**src/rtl/hb_pkg.sv**
```systemverilog
// Shared types and constants for the heartbeat kicker.
package hb_pkg;

   typedef enum logic [2:0] {
      IDLE    = 3'd0,
      ARMED   = 3'd1,
      RUN     = 3'd2,
      STARVED = 3'd3,
      FAULT   = 3'd4
   } hb_state_t;

   localparam int unsigned KICK_CNT_W = 16;

endpackage

```
**src/rtl/heartbeat_kicker_if.sv**
```systemverilog
// Host/watchdog-facing signal bundle of the heartbeat kicker.
// master: the environment (host regs, DSP status, watchdog); slave: the kicker.
interface heartbeat_kicker_if;
   import hb_pkg::*;

   logic                  enable;
   logic                  host_ping;
   logic                  dsp_ok;
   logic                  wd_triggered;
   logic                  heartbeat;
   logic                  alive;
   logic                  fault;
   logic [2:0]            state_o;
   logic [KICK_CNT_W-1:0] kick_count;

   modport master (
      output enable, host_ping, dsp_ok, wd_triggered,
      input  heartbeat, alive, fault, state_o, kick_count
   );

   modport slave (
      input  enable, host_ping, dsp_ok, wd_triggered,
      output heartbeat, alive, fault, state_o, kick_count
   );

endinterface

```
**src/rtl/hb_timer.sv**
```systemverilog
// Wrapping up-counter with synchronous clear, count enable and a
// terminal-count flag (count == LIMIT-1). Used for the kick period and
// for host-starvation detection.
module hb_timer #(
   parameter int unsigned CNT_W = 32,
   parameter int unsigned LIMIT = 2
) (
   input  logic clk,
   input  logic rstn,
   input  logic clr,
   input  logic en,
   output logic term
);

   localparam logic [CNT_W-1:0] LAST = CNT_W'(LIMIT - 32'd1);
   localparam logic [CNT_W-1:0] ONE  = {{(CNT_W-1){1'b0}}, 1'b1};

   logic [CNT_W-1:0] count_r;

   assign term = (count_r == LAST);

   // Count while enabled, wrap to zero after the terminal value; clear wins.
   always_ff @(posedge clk) begin
      if (!rstn) begin
         count_r <= {CNT_W{1'b0}};
      end else if (clr) begin
         count_r <= {CNT_W{1'b0}};
      end else if (en) begin
         if (term) begin
            count_r <= {CNT_W{1'b0}};
         end else begin
            count_r <= count_r + ONE;
         end
      end else begin
         count_r <= count_r;
      end
   end

endmodule

```
**src/rtl/heartbeat_kicker.sv**
```systemverilog
// Heartbeat kicker: issues one-cycle kicks to the watchdog every
// KICK_PERIOD cycles while the host keeps pinging and the DSP path is
// healthy. Stops on host starvation or once the watchdog has fired.
// Optional feature macro: HB_KICK_CNT_EN (saturating kick counter).
module heartbeat_kicker
   import hb_pkg::*;
#(
   parameter int unsigned KICK_PERIOD  = 32'd1250000,
   parameter int unsigned HOST_TIMEOUT = 32'd125000000,
   parameter int unsigned CNT_W        = 32'd32
) (
   input  logic              clk,
   input  logic              rstn,
   heartbeat_kicker_if.slave bus
);

   localparam logic [2:0] S_IDLE    = 3'(IDLE);
   localparam logic [2:0] S_ARMED   = 3'(ARMED);
   localparam logic [2:0] S_RUN     = 3'(RUN);
   localparam logic [2:0] S_STARVED = 3'(STARVED);
   localparam logic [2:0] S_FAULT   = 3'(FAULT);

   logic [2:0] state_r;
   logic [2:0] state_nxt_s;
   logic       heartbeat_r;
   logic       alive_r;
   logic       fault_r;
   logic       hb_nxt_s;
   logic       in_run_s;
   logic       period_clr_s;
   logic       host_clr_s;
   logic       period_term_s;
   logic       host_term_s;

   // Both timers only run in RUN; leaving RUN (or dropping enable)
   // parks them at zero so every RUN entry starts a fresh period.
   assign in_run_s     = (state_r == S_RUN);
   assign period_clr_s = ~in_run_s | ~bus.enable;
   assign host_clr_s   = ~in_run_s | ~bus.enable | bus.host_ping;

   hb_timer #(
      .CNT_W (CNT_W),
      .LIMIT (KICK_PERIOD)
   ) u_period_timer (
      .clk  (clk),
      .rstn (rstn),
      .clr  (period_clr_s),
      .en   (in_run_s),
      .term (period_term_s)
   );

   hb_timer #(
      .CNT_W (CNT_W),
      .LIMIT (HOST_TIMEOUT)
   ) u_host_timer (
      .clk  (clk),
      .rstn (rstn),
      .clr  (host_clr_s),
      .en   (in_run_s),
      .term (host_term_s)
   );

   // Next-state logic: enable drop > watchdog fired > host ping > timeout.
   always_comb begin
      state_nxt_s = state_r;
      if (!bus.enable) begin
         state_nxt_s = S_IDLE;
      end else begin
         case (state_r)
            S_IDLE: begin
               state_nxt_s = S_ARMED;
            end
            S_ARMED, S_STARVED: begin
               if (bus.wd_triggered) begin
                  state_nxt_s = S_FAULT;
               end else if (bus.host_ping && bus.dsp_ok) begin
                  state_nxt_s = S_RUN;
               end else begin
                  state_nxt_s = state_r;
               end
            end
            S_RUN: begin
               if (bus.wd_triggered) begin
                  state_nxt_s = S_FAULT;
               end else if (bus.host_ping) begin
                  state_nxt_s = S_RUN;
               end else if (host_term_s) begin
                  state_nxt_s = S_STARVED;
               end else begin
                  state_nxt_s = S_RUN;
               end
            end
            S_FAULT: begin
               state_nxt_s = S_FAULT;
            end
            default: begin
               state_nxt_s = S_IDLE;
            end
         endcase
      end
   end

   // A kick is only emitted if we are in RUN now and stay in RUN, so a
   // heartbeat can never appear outside RUN or on back-to-back cycles.
   always_comb begin
      if (in_run_s && (state_nxt_s == S_RUN) && period_term_s &&
          bus.dsp_ok && !heartbeat_r) begin
         hb_nxt_s = 1'b1;
      end else begin
         hb_nxt_s = 1'b0;
      end
   end

   // State and registered status outputs.
   always_ff @(posedge clk) begin
      if (!rstn) begin
         state_r     <= S_IDLE;
         heartbeat_r <= 1'b0;
         alive_r     <= 1'b0;
         fault_r     <= 1'b0;
      end else begin
         state_r     <= state_nxt_s;
         heartbeat_r <= hb_nxt_s;
         alive_r     <= (state_nxt_s == S_RUN);
         fault_r     <= (state_nxt_s == S_FAULT);
      end
   end

   assign bus.heartbeat = heartbeat_r;
   assign bus.alive     = alive_r;
   assign bus.fault     = fault_r;
   assign bus.state_o   = state_r;

`ifdef HB_KICK_CNT_EN
   localparam logic [KICK_CNT_W-1:0] KICK_MAX = {KICK_CNT_W{1'b1}};
   localparam logic [KICK_CNT_W-1:0] KICK_ONE = {{(KICK_CNT_W-1){1'b0}}, 1'b1};

   logic [KICK_CNT_W-1:0] kick_cnt_r;

   // Saturating count of kicks; only reset clears it, enable does not.
   always_ff @(posedge clk) begin
      if (!rstn) begin
         kick_cnt_r <= {KICK_CNT_W{1'b0}};
      end else if (hb_nxt_s && (kick_cnt_r != KICK_MAX)) begin
         kick_cnt_r <= kick_cnt_r + KICK_ONE;
      end else begin
         kick_cnt_r <= kick_cnt_r;
      end
   end

   assign bus.kick_count = kick_cnt_r;
`else
   assign bus.kick_count = {KICK_CNT_W{1'b0}};
`endif

endmodule

```
**src/flat_wrapper.sv**
```systemverilog
// flat-port wrapper written by rule: the top's interface ports become plain ports
module heartbeat_kicker_flat import hb_pkg::*;
#(
   parameter int unsigned KICK_PERIOD  = 32'd1250000,
   parameter int unsigned HOST_TIMEOUT = 32'd125000000,
   parameter int unsigned CNT_W        = 32'd32
)
  (clk, rstn, bus_enable, bus_host_ping, bus_dsp_ok, bus_wd_triggered, bus_heartbeat, bus_alive, bus_fault, bus_state_o, bus_kick_count);
  heartbeat_kicker_if bus_i ();
  input  logic clk;
  input  logic rstn;
  input wire logic [$bits(bus_i.enable)-1:0] bus_enable;
  input wire logic [$bits(bus_i.host_ping)-1:0] bus_host_ping;
  input wire logic [$bits(bus_i.dsp_ok)-1:0] bus_dsp_ok;
  input wire logic [$bits(bus_i.wd_triggered)-1:0] bus_wd_triggered;
  output wire logic [$bits(bus_i.heartbeat)-1:0] bus_heartbeat;
  output wire logic [$bits(bus_i.alive)-1:0] bus_alive;
  output wire logic [$bits(bus_i.fault)-1:0] bus_fault;
  output wire logic [$bits(bus_i.state_o)-1:0] bus_state_o;
  output wire logic [$bits(bus_i.kick_count)-1:0] bus_kick_count;
  assign bus_i.enable = bus_enable;
  assign bus_i.host_ping = bus_host_ping;
  assign bus_i.dsp_ok = bus_dsp_ok;
  assign bus_i.wd_triggered = bus_wd_triggered;
  assign bus_heartbeat = bus_i.heartbeat;
  assign bus_alive = bus_i.alive;
  assign bus_fault = bus_i.fault;
  assign bus_state_o = bus_i.state_o;
  assign bus_kick_count = bus_i.kick_count;
  heartbeat_kicker #(.KICK_PERIOD(KICK_PERIOD), .HOST_TIMEOUT(HOST_TIMEOUT), .CNT_W(CNT_W)) u_core (.clk(clk), .rstn(rstn), .bus(bus_i));
endmodule
```
**config.mk**
```make
export PLATFORM = sky130hd
export DESIGN_NAME = heartbeat_kicker_flat
export DESIGN_NICKNAME = d
export VERILOG_FILES = /design/src/rtl/hb_pkg.sv /design/src/rtl/heartbeat_kicker_if.sv /design/src/rtl/hb_timer.sv /design/src/rtl/heartbeat_kicker.sv /design/src/flat_wrapper.sv
export SDC_FILE = /design/constraint.sdc
export NUM_CORES = 1
export LEC_CHECK = 0
export CORE_MARGIN = 2
export CORE_UTILIZATION = 35
export DETAILED_ROUTE_END_ITERATION = 10
export PLACE_DENSITY = 0.58
export SYNTH_ARGS = -nofsm -noshare
export SYNTH_HDL_FRONTEND = slang
export SYNTH_SLANG_ARGS = --single-unit
```
**constraint.sdc**
```tcl
create_clock -name clk -period 2.7 [get_ports clk]
set_input_delay 0.81 -clock clk [delete_from_list [all_inputs] [get_ports clk]]
set_output_delay 0.81 -clock clk [all_outputs]
set_load 0.005 [all_outputs]
```
==> impl_metrics.tcl, run 1 <==
set metrics [dict create \
    status "complete, no violations" \
    initial_core_util_pct 36.1 \
    yosys_warnings 0 \
    grt_start_max_net_pins 33 \
    grt_pass1_wl_um 15300 \
    port_buffers 11 \
    regArea_mm2 0.00140 \
    fillCellCount 1048 \
    power_density_mw_per_mm2 484 \
    antenna_found_initial 0 \
    final_nets 463 \
    insertion_delay_ns 0.36 \
    n_antenna_cell 0 \
    wire_per_inst_um 15.0 \
    routabilityCongestion 0.831 \
    hold_violations 0 \
    synth_edf_count 0 \
    rows 37 \
    setup_violations 0 \
    drt_first_pass_iters 4 \
    hold_depth 1 \
    route.detailed.drc 0 \
    h-tree-depth 3 \
    clkTransAtPathRegs_ns 0.08 \
    yosysSeqAreaShare_pct 37.4 \
    endpoint_kind "flip-flop" \
    ctsResizeCount 0 \
    worst_r2r_path_depth 5 \
    cp_max_fo 18 \
    synth_cells 444 \
    core_area_mm2 0.0104 \
    ys.flop_type "dfxtp_1" \
    synth_area_leaders "dfxtp_1 37%, a211oi_1 6.8%, or4_1 5.0%, nor3_1 4.1%, o31ai_1 3.6%" \
    crit_required_ns 2.97 \
    slew-limit-headroom_pct 61.8 \
    syn_avg_cell_area_um2 8.44 \
    die_w_um 107 \
    async_reset_ff_share_pct 0 \
    synth.distinct_cells 43 \
    routed_wl_um 8950 \
    final_antenna_net_count 0 \
    ys_ff_latch 70 \
    syn_area_mm2 0.00375 \
    drt_iter0_markers 232 \
    multi_input_area_mm2 0.00213 \
    fmax_mhz 400 \
    die_area_mm2 0.0115 \
    clock_skew_ns 0.0164 \
    drive_gt1_share_pct 8.70 \
    tightest_slew_ns 0.569 \
    via_per_inst 5.68 \
    holdBufCountCts 0 \
    drv_cap 0 \
    fin_crit_ns 2.50 \
    cts.root.buffer_cell "clkbuf_8" \
    grtUsageTotal_pct 16.5 \
    cp-start-kind "flip-flop" \
    critical_path_class "reg2reg" \
    yosysTopAreaCellShare_pct 37.4 \
    grt_pass1_vias 3058 \
    post-cts-setup-buffer-count 0 \
    final.setup.tns_ns 0 \
    num_vias 3383 \
    hold_ws_ns 0.485 \
    cts_sinks 70 \
    io_pins 28 \
    cts_buffers 9 \
    cts_tree "done" \
    rsz0062_at_grt "false" \
    peakVddDrop_mv 0.202 \
    synth_top_area_cell "dfxtp_1" \
    fin_crit_sh_pct 92.6 \
    maxSlewViolCount 0 \
    fp.dieH_um 107 \
    p_leak_nw 1.11 \
    syn2layout_area_growth_pct 12.5 \
    worstPathArrival_ns 2.77 \
    hp-class "reg2reg" \
    clockBufferDepth 2 \
    grt-ovfl-total 0 \
    dp_hpwl_um 6010 \
]
## registers in the layout (all words and copies together) (netlist names)
register                       flops
u_core.bus.state_o                 3
u_core.u_period_timer.count_r     32
u_core.bus.heartbeat               1
u_core.bus.alive                   1
u_core.bus.fault                   1
u_core.u_host_timer.count_r       32
## logic make-up (layout without fill, tap and decap cells)
kind of cell             Yosys count  in the layout  synth area share, %
buffers and inverters             57             58                 7.72
AO/OA/AOI/OAI                     89             89                 16.4
AND/OR/NAND/NOR                  205            205                 33.1
other                              1             16                0.100
adder cells (fa/ha/maj)            2              2                0.668
flip-flops                        70             70                 37.4
XOR/XNOR                          20             20                 4.68
## path summary, 6_finish.rpt
kind | slack (ns) | from | to
worst max-delay path | 0.20 | u_core.u_period_timer.count_r[0] | u_core.u_period_timer.count_r[20]
worst min-delay path | 0.48 | u_core.u_period_timer.count_r[0] | u_core.u_period_timer.count_r[0]
worst max register to register | 0.20 | u_core.u_period_timer.count_r[0] | u_core.u_period_timer.count_r[20]
worst min register to register | 0.48 | u_core.u_period_timer.count_r[0] | u_core.u_period_timer.count_r[0]
## cell usage in the layout, fill, tap and decap left out, types with 10 or more instances in the layout
| cell type | instances |
|---|---|
| a211oi_1 | 34 |
| buf_4 | 18 |
| clkdlybuf4s50_1 | 11 |
| conb_1 | 16 |
| dfxtp_1 | 70 |
| inv_1 | 13 |
| nand2_1 | 25 |
| nand3_1 | 21 |
| nand4_1 | 17 |
| nor2_1 | 10 |
| nor3_1 | 30 |
| nor4_1 | 20 |
| o21ai_0 | 15 |
| o31ai_1 | 18 |
| or3_1 | 18 |
| or4_1 | 25 |
| xnor2_1 | 15 |
## critical path, cell delays in order, from the launching register on
cell	delay [ns]
dfxtp_1	0.37
ha_1	0.21
nand4b_1	0.22
or4_1	0.79
or4_1	0.57
a211oi_1	0.26
## final cells by class
class,count,share of cell area [%]
Clock buffer,10,3.03
Timing Repair Buffer,29,5.82
Tap cell,136,4.04
Inverter,13,1.16
Sequential cell,70,33.3
Clock inverter,6,2.23
Multi-Input combinational cell,332,50.5
## routing by layer
metal | routed length, µm | vias up | GRT usage [%] | part of all wire [%]
li1 | - | 1720 | - | -
met1 | 4730 | 1592 | 24.2 | 53
met2 | 3740 | 55 | 23.3 | 42
met3 | 308 | 16 | 3.09 | 3.4
met4 | 180 | 0 | 7.42 | 2.0
met5 | 0 | - | 0 | 0
## power by group
group | switching, mW | internal, mW
sequential | 0.00115 | 1.03
combinational | 0.0182 | 0.0146
clock | 0.446 | 0.527
total | 0.465 | 1.57
## Yosys cell counts, drive strengths merged, types with 2 or more instances
master / count
nand4b: 5
or4b: 4
or4: 25
nor2: 10
xnor2: 15
nand2: 25
nand4bb: 2
inv: 13
nand3: 21
o41ai: 5
a211oi: 34
or3: 18
buf: 26
nor4b: 2
dfxtp: 70
a21oi: 9
o21ai: 15
and3: 6
nor4: 21
ha: 2
and4: 5
clkbuf: 18
nor3b: 4
or2: 4
a31oi: 4
o31ai: 18
nor3: 31
xor2: 5
nand4: 17
## per-stage QoR
stage	worst slack, ns	cell area [µm²]	cells	total power, mW	utilization, %
after CTS	0.213	4210	596	2.05	40.6
final	0.200	4210	596	2.04	40.6
after floorplan	0.524	3800	459	1.09	-
after detailed placement	0.220	3990	580	1.09	38.5
after global placement	0.341	3990	580	1.09	38.5
after global routing	0.0208	4210	596	2.12	40.6
(Power assumes the default switching activity.)
==> run 2, diff against run 1 <==
Settings changed: CORE_ASPECT_RATIO set to 0.9, CORE_MARGIN 2 to not set.
==> impl_metrics.tcl, run 2 (synthesis results as in run 1) <==
set metrics [dict create \
    status "complete, but fails checks" \
    violations "design-rule violations" \
    worst-r2r-setup-slack_ns 0.23 \
    routed_wl_um 9210 \
    critPathSlowestCell "or4_1" \
    slew-limit-headroom_pct 66.4 \
    grt_pass1_wl_um 15600 \
    maxSlewViolCount 0 \
    critical_path_class "reg2reg" \
    h-tree-depth 3 \
    timing.rr.start "u_core.u_period_timer.count_r[0]" \
    cts_buffers 9 \
    peakVddDrop_mv 0.341 \
    clockBufferDepth 2 \
    clock_skew_ns 0.00635 \
    slowest_delay_ns 0.79 \
    holdPathEnd "u_core.u_host_timer.count_r[31]" \
    rsz0062_at_grt "false" \
    path_cells "ha_1 > nand4b_1 > or4_1 > or4_1 > a211oi_1" \
    antenna_found_initial 0 \
    route.detailed.drc 8 \
    final_nets 463 \
    cp-start-kind "flip-flop" \
    fmax_mhz 405 \
    final_cells 589 \
    cts.root.buffer_cell "clkbuf_16" \
    r2r-end "u_core.u_period_timer.count_r[24]" \
    grt_start_max_net_pins 33 \
    hp-start "u_core.u_host_timer.count_r[31]" \
    via_per_inst 5.87 \
    port_buffers 11 \
    cp_max_fo 18 \
    worst_r2r_path_depth 5 \
    worstPathArrival_ns 2.72 \
    core_area_mm2 0.0103 \
    fin_crit_ns 2.47 \
    hold_violations 0 \
    io_pins 28 \
    p_leak_nw 1.16 \
    postPlaceCellArea_mm2 0.00400 \
    drive_gt1_share_pct 8.70 \
    final_antenna_net_count 0 \
    die_area_mm2 0.0111 \
    clkTransAtPathRegs_ns 0.06 \
    cts_sinks 70 \
    syn2layout_area_growth_pct 15.3 \
    wire_per_inst_um 15.6 \
    post-cts-setup-buffer-count 0 \
    routabilityCongestion 0.814 \
    cts_tree "done" \
    fin_crit_sh_pct 91.5 \
    endpoint_kind "flip-flop" \
    rows 35 \
    final.setup.tns_ns 0 \
    hp-class "reg2reg" \
    holdBufCountCts 0 \
    hold_depth 2 \
    final_cell_mix "70 x dfxtp_1, 34 x a211oi_1, 30 x nor3_1" \
    dp_cells 573 \
    fp.dieH_um 100 \
    drv_cap 0 \
    ctsResizeCount 0 \
    tightest_slew_ns 0.491 \
    n_antenna_cell 0 \
    total_power_mw 2.35 \
    grtUsageTotal_pct 17.4 \
    cp_common_cell "or4_1" \
    initial_core_util_pct 36.2 \
    power_density_mw_per_mm2 545 \
    drt_iter0_markers 312 \
    grt-ovfl-total 0 \
    dp_hpwl_um 6230 \
    num_vias 3458 \
    setup_violations 0 \
    mostFrequentLayoutCell "dfxtp_1" \
    insertion_delay_ns 0.33 \
    grt_pass1_vias 3097 \
    drt_first_pass_iters 8 \
    final_area_mm2 0.00432 \
    crit_required_ns 2.95 \
    die_w_um 111 \
]
## run 2: cell count changes in the layout (fill, tap and decap cells not counted), sizes merged
cell	delta
clkinv	+1
clkinvlp	-1
## run 2: per-layer routing
| metal | global-route usage, % | part of all wire, % | vias up |
|---|---|---|---|
| li1 | - | - | 1718 |
| met1 | 24.5 | 51 | 1650 |
| met2 | 26.6 | 43 | 84 |
| met3 | 4.05 | 5.0 | 6 |
| met4 | 5.30 | 0.92 | 0 |
| met5 | 0 | 0 | - |
## run 2: cell type report
class	instances	area [µm²]
fillers	1006	6020
multi-input cells	332	2130
flip-flops and latches	70	1400
repair buffers	29	258
clock buffers	10	229
well taps	129	161
clock inverters	6	95.1
inverters	13	48.8
## run 2: worst max-delay path, delay by kind of cell, from the launching register on
kind | cells | cell delay, ns
simple gates | 3 | 1.57
flops | 1 | 0.37
compound gates | 1 | 0.23
fa+ha+maj | 1 | 0.22
## run 2: worst max-delay path by stage
stage	cells after the start	to	start
after floorplan	7	u_core.u_period_timer.count_r[23]	u_core.bus.state_o[0]
after global placement	5	u_core.u_period_timer.count_r[26]	u_core.u_period_timer.count_r[0]
after detailed placement	5	u_core.u_period_timer.count_r[24]	u_core.u_period_timer.count_r[0]
after CTS	5	u_core.u_period_timer.count_r[24]	u_core.u_period_timer.count_r[0]
after global routing	5	u_core.u_period_timer.count_r[20]	u_core.u_period_timer.count_r[0]
final	5	u_core.u_period_timer.count_r[24]	u_core.u_period_timer.count_r[0]
## run 2: metrics by stage
| stage | utilization [%] | worst slack [ns] | hold slack [ns] |
|---|---|---|---|
| after floorplan | - | 0.524 | 0.451 |
| after global placement | 38.7 | 0.331 | 0.462 |
| after detailed placement | 38.7 | 0.229 | 0.474 |
| after CTS | 41.8 | 0.233 | 0.485 |
| after global routing | 41.8 | 0.0421 | 0.515 |
| final | 41.8 | 0.229 | 0.486 |
## run 2: power by group
part	leakage (nW)	total, mW	switching, mW	internal (mW)
clock	0.157	1.28	0.467	0.817
sequential	0.564	1.04	0.00158	1.03
combinational	0.440	0.0321	0.0176	0.0145
==> run 3, diff against run 2 <==
Settings changed: CAP_MARGIN set to 0, CORE_MARGIN set to 1.
==> results of run 3 <==
Final layout, timing and power as in run 2 (identical DEF).
